## config.mk

```make
export PLATFORM = sky130hd
export DESIGN_NAME = smi_mdio_master
export DESIGN_NICKNAME = d
export VERILOG_FILES = /design/src/rtl/smi_mdio_master.sv
export SDC_FILE = /design/constraint.sdc
export NUM_CORES = 1
export LEC_CHECK = 0
export BUFFER_PORTS_ARGS = -buffer_cell sky130_fd_sc_hd__buf_2
export CORE_MARGIN = 8
export CORE_UTILIZATION = 50
export DETAILED_ROUTE_END_ITERATION = 16
export PLACE_DENSITY = 0.73
export SLEW_MARGIN = 20
export SYNTH_ARGS = -nofsm -noshare
export SYNTH_HDL_FRONTEND = slang
export SYNTH_SLANG_ARGS = --single-unit
```

## constraint.sdc

```tcl
create_clock -name clk_125 -period 3.3 [get_ports clk_125]
set_clock_uncertainty 0.05 [all_clocks]
set_input_delay 0.33 -clock clk_125 [delete_from_list [all_inputs] [get_ports clk_125]]
set_output_delay 0.33 -clock clk_125 [all_outputs]
set_load 0.1 [all_outputs]
```

## src/rtl/smi_mdio_master.sv

```systemverilog
// smi_mdio_master: IEEE 802.3 Clause 22 MDC/MDIO station-management master
module smi_mdio_master #(
  parameter int MDC_DIV      = 25,
  parameter int PREAMBLE_LEN = 32
) (
  input  logic        clk_125,
  input  logic        rst_n,
  input  logic        cmd_valid,
  output logic        cmd_ready,
  input  logic        cmd_write,
  input  logic [4:0]  cmd_phy_addr,
  input  logic [4:0]  cmd_reg_addr,
  input  logic [15:0] cmd_wdata,
  output logic        rsp_valid,
  output logic [15:0] rsp_rdata,
  output logic        rsp_err,
  output logic        busy,
  output logic        mdc,
  output logic        mdout,
  output logic        mdout_en,
  input  logic        mdin
);
  localparam int DW = $clog2(MDC_DIV);
  typedef enum logic [2:0] {IDLE, PREAMBLE, HEADER, TA, DATA, DONE} state_t;
  state_t state, state_nx;
  logic [DW-1:0] div;
  logic [5:0] bit_cnt, bit_last;
  logic [31:0] sr;
  logic [15:0] rx;
  logic rd, ack_err, tick, rise, fall, last;
  always_comb begin
    tick = div == DW'(MDC_DIV - 1);
    rise = tick && !mdc;
    fall = tick && mdc;
    bit_last = state == PREAMBLE ? 6'(PREAMBLE_LEN - 1) : state == HEADER ? 6'd13 : state == TA ? 6'd1 : 6'd15;
    last = bit_cnt == bit_last;
    state_nx = state == PREAMBLE ? HEADER : state == HEADER ? TA : state == TA ? DATA : DONE;
  end
  always_ff @(posedge clk_125 or negedge rst_n)
    if (!rst_n) begin
      state <= IDLE;
      div <= '0;
      bit_cnt <= '0;
      sr <= '0;
      rx <= '0;
      rd <= 1'b0;
      ack_err <= 1'b0;
      mdc <= 1'b0;
      mdout <= 1'b1;
      mdout_en <= 1'b0;
      cmd_ready <= 1'b1;
      busy <= 1'b0;
      rsp_valid <= 1'b0;
      rsp_rdata <= '0;
      rsp_err <= 1'b0;
    end else begin
      rsp_valid <= 1'b0;
      if (state == IDLE) begin
        if (cmd_valid) begin
          state <= PREAMBLE_LEN == 0 ? HEADER : PREAMBLE;
          sr <= {2'b01, cmd_write ? 2'b01 : 2'b10, cmd_phy_addr, cmd_reg_addr, 2'b10, cmd_write ? cmd_wdata : 16'h0000};
          rd <= !cmd_write;
          div <= '0;
          bit_cnt <= '0;
          mdout <= PREAMBLE_LEN != 0;
          mdout_en <= 1'b1;
          cmd_ready <= 1'b0;
          busy <= 1'b1;
        end
      end else if (state == DONE) begin
        state <= IDLE;
        cmd_ready <= 1'b1;
        busy <= 1'b0;
      end else begin
        div <= tick ? '0 : div + 1'b1;
        if (tick) mdc <= !mdc;
        if (rise && rd && state == TA && bit_cnt == 6'd1) ack_err <= mdin;
        if (rise && rd && state == DATA) rx <= {rx[14:0], mdin};
        if (fall) begin
          bit_cnt <= last ? '0 : bit_cnt + 1'b1;
          if (last) state <= state_nx;
          if (state != PREAMBLE) sr <= sr << 1;
          mdout <= state == PREAMBLE ? (last ? sr[31] : 1'b1) : (state == DATA && last) ? 1'b1 : sr[30];
          if (state == HEADER && last && rd) mdout_en <= 1'b0;
          if (state == DATA && last) begin
            mdout_en <= 1'b0;
            rsp_valid <= 1'b1;
            rsp_err <= rd && ack_err;
            if (rd) rsp_rdata <= rx;
          end
        end
      end
    end
endmodule

```

==> results_dict.tcl <==
set metrics [dict create \
    period_share_pct 78.1 \
    status "complete, but fails checks" \
    power_mw 2.37 \
    path_max_fanout 17 \
    crit_family "simple AND/OR/NAND/NOR gates" \
    die-area_um2 11300 \
    rsz0062_at_grt "no" \
    crit_buf_inv 1 \
    rr_worst_depth 6 \
    reg2reg_to "rsp_rdata[5]" \
    cp-start-kind "flip-flop" \
    fin_crit_ns 2.58 \
    fillers 705 \
    final_util_pct 57.3 \
    io_buffers 53 \
    top_level_ports 54 \
    clockRootBuffer "clkbuf_8" \
    post_cts.repair.setup_buffers 0 \
    grt-ovfl-total 0 \
    place_hpwl_mm 5.48 \
    switchingPower_mw 0.763 \
    pwr-share-seq_pct 53.7 \
    placed_cell_area_um2 4410 \
    syn_inst 388 \
    grt_pass1_wl_mm 14.0 \
    fin_area_um2 4610 \
    cts_resized 0 \
    crit_chain "nor3b_4, xnor2_4, nand4_4, nor4b_4, buf_4, mux2_2" \
    die_w_um 106 \
    powerDensity_nw_per_um2 514 \
    grt_max_degree 88 \
    cts_max_path_buffers 2 \
    antenna_found_initial 0 \
    synth_edf_count 0 \
    drtIter0Drc 147 \
    ys.flop_type "dfrtp_1" \
    hold_buffers 0 \
    clk_pin_slew_ns 0.09 \
    worst_pin_slew_ns 0.772 \
    ys_seq_elements 87 \
    hp-class "in -> async" \
    synthDistinctLibCells 47 \
    power_frac_clock_pct 30.8 \
    final_nets 469 \
    final_layout_size_suffix_gt1_share_pct 27.8 \
    intPower_mw 1.61 \
    synth_nets 423 \
    critPathKind "reg -> reg" \
    hold_viol 47 \
    worstPathRequired_ns 3.50 \
    slew_headroom_pct 48.6 \
    clk_latency_ns 0.36 \
    power_leakage_nw 2.17 \
    std_cell_rows 33 \
    start_util_pct 50.6 \
    diodes 0 \
    drt-total-wl_mm 7.96 \
    peakVddDrop_v 0.000306 \
    wl_per_cell_um 14.6 \
    yosys_warnings 0 \
    violations "hold timing" \
    cts.sinks 87 \
    grt_use_total_pct 15.0 \
    core-area_um2 8050 \
    drc 0 \
    setup_viol 0 \
    holdWs_ns -0.0391 \
    drv_slew 0 \
    layout-area-overhead-vs-synth_pct 13.2 \
    cts_tree "built" \
    swShare_pct 32.2 \
    fin_setup_tns_ns 0 \
    crit_path_end_kind "flip-flop" \
    postSynthAreaPerCell_um2 10.5 \
    place.gp.congestion 0.810 \
    cp.arrival_ns 2.78 \
    slowest_delay_ns 0.71 \
    yosysSeqAreaShare_pct 53.5 \
    ctsHtreeMaxLevel 3 \
    async_reset_ff_share_pct 100 \
    drtAntennaViolNets 0 \
    power_frac_comb_pct 15.5 \
    fmax_mhz 388 \
    route.vias.total 2922 \
    drtPass1Iterations 4 \
    slowest_stage "dfrtp_1" \
    maxCapViolCount 0 \
    worst-r2r-setup-slack_ns 0.72 \
    netlist_area_um2 4080 \
    reg2reg_from "state[0]" \
    cts-buffers-inserted 9 \
    vias_per_cell 5.37 \
    die_h_um 106 \
    grt_pass1_vias 2978 \
]
power by group through the flow:
stage	sequential [mW]	combinational, mW	clock, mW
after detailed placement	1.29	0.374	0
after CTS	1.27	0.373	0.748
after floorplan	1.34	0.205	0
after global placement	1.28	0.363	0
after global routing	1.29	0.419	0.794
final	1.27	0.368	0.729
worst max path at each step:
stage	startpoint	end	cells after the start
floorplan	mdc	rsp_rdata[0]	5
global placement	state[0]	rsp_rdata[9]	6
detailed placement	state[0]	rsp_rdata[5]	6
CTS	state[0]	rsp_rdata[5]	6
global route	state[0]	rsp_rdata[5]	6
finish	state[0]	rsp_rdata[5]	6
layout by cell type (no fill, tap or decap), drive strengths merged, types with 2 or more instances in the layout:
| cell | n |
|---|---|
| ha | 4 |
| nor2b | 5 |
| inv | 14 |
| mux2 | 34 |
| or3 | 3 |
| o21a | 3 |
| a21oi | 13 |
| clkinv | 2 |
| nor3 | 8 |
| nand3 | 21 |
| o31ai | 2 |
| xor2 | 2 |
| o21ai | 16 |
| a31oi | 26 |
| nand4 | 4 |
| dfrtp | 85 |
| nor3b | 3 |
| clkbuf | 9 |
| and2 | 3 |
| buf | 58 |
| xnor2 | 7 |
| dfstp | 2 |
| nand2 | 58 |
| nor2 | 40 |
routing by layer:
layer	up-vias	routed length [um]	share of wire, %	track usage (%)
li1	1441	-	-	-
met1	1403	3720	47	19.7
met2	69	3740	47	23.2
met3	9	383	4.8	3.33
met4	0	121	1.5	6.93
met5	-	0	0	0
cell type report:
class,instances,area (um^2),share of cell area [%]
clock buffers,9,124,2.69
clock inverters,7,75.1,1.63
inverters,10,37.5,0.814
multi-input cells,268,1760,38.1
flip-flops and latches,87,2180,47.2
well taps,105,131,2.85
repair buffers,58,309,6.70
stage by stage:
step	std cells	hold WS [ns]	setup WS, ns
final	544	-0.0391	0.722
after floorplan	388	-0.0156	0.785
after detailed placement	528	0.442	0.734
after global placement	528	0.414	0.813
after global routing	544	0.0315	0.542
after CTS	544	0.145	0.729
synthesized netlist by cell type (2+ instances only):
| master | instances | area share (%) |
|---|---|---|
| o21a_1 | 3 | 0.55 |
| nor2b_1 | 5 | 0.77 |
| xor2_1 | 2 | 0.43 |
| xnor2_1 | 5 | 1.1 |
| nand2_1 | 58 | 5.3 |
| and2_4 | 2 | 0.43 |
| dfstp_2 | 2 | 1.3 |
| buf_6 | 3 | 0.83 |
| nor3_1 | 8 | 0.98 |
| o31ai_1 | 2 | 0.37 |
| nor2_1 | 40 | 3.7 |
| nand3_1 | 21 | 2.6 |
| clkbuf_1 | 18 | 1.7 |
| nor3b_1 | 2 | 0.37 |
| dfrtp_1 | 85 | 52 |
| ha_1 | 4 | 1.2 |
| nand4_1 | 3 | 0.46 |
| a21oi_1 | 13 | 1.6 |
| a31oi_1 | 26 | 4.0 |
| or3_1 | 3 | 0.46 |
| inv_1 | 10 | 0.92 |
| o21ai_0 | 16 | 2.0 |
| mux2_2 | 23 | 6.4 |
| mux2_4 | 11 | 4.1 |
kinds of logic (layout without fill, tap and decap cells):
group	after synthesis	in the layout	share of synthesized area, %
DFF	87	87	53.5
muxes	35	35	10.7
buffers and inverters	33	84	3.90
AOI/OAI and AO/OA	69	69	10.4
xor gates and xnor gates	9	9	2.58
adders and majority gates	4	4	1.23
and+or+nand+nor	151	151	17.8
sequential cells by signal, indices dropped and copies added, names as in the netlist, 2 cells and up, named ones only:
name,cells
bit_cnt,6
state,2
div,5
rx,16
sr,32
rsp_rdata,16
Power figures use the tool's default switching activity.
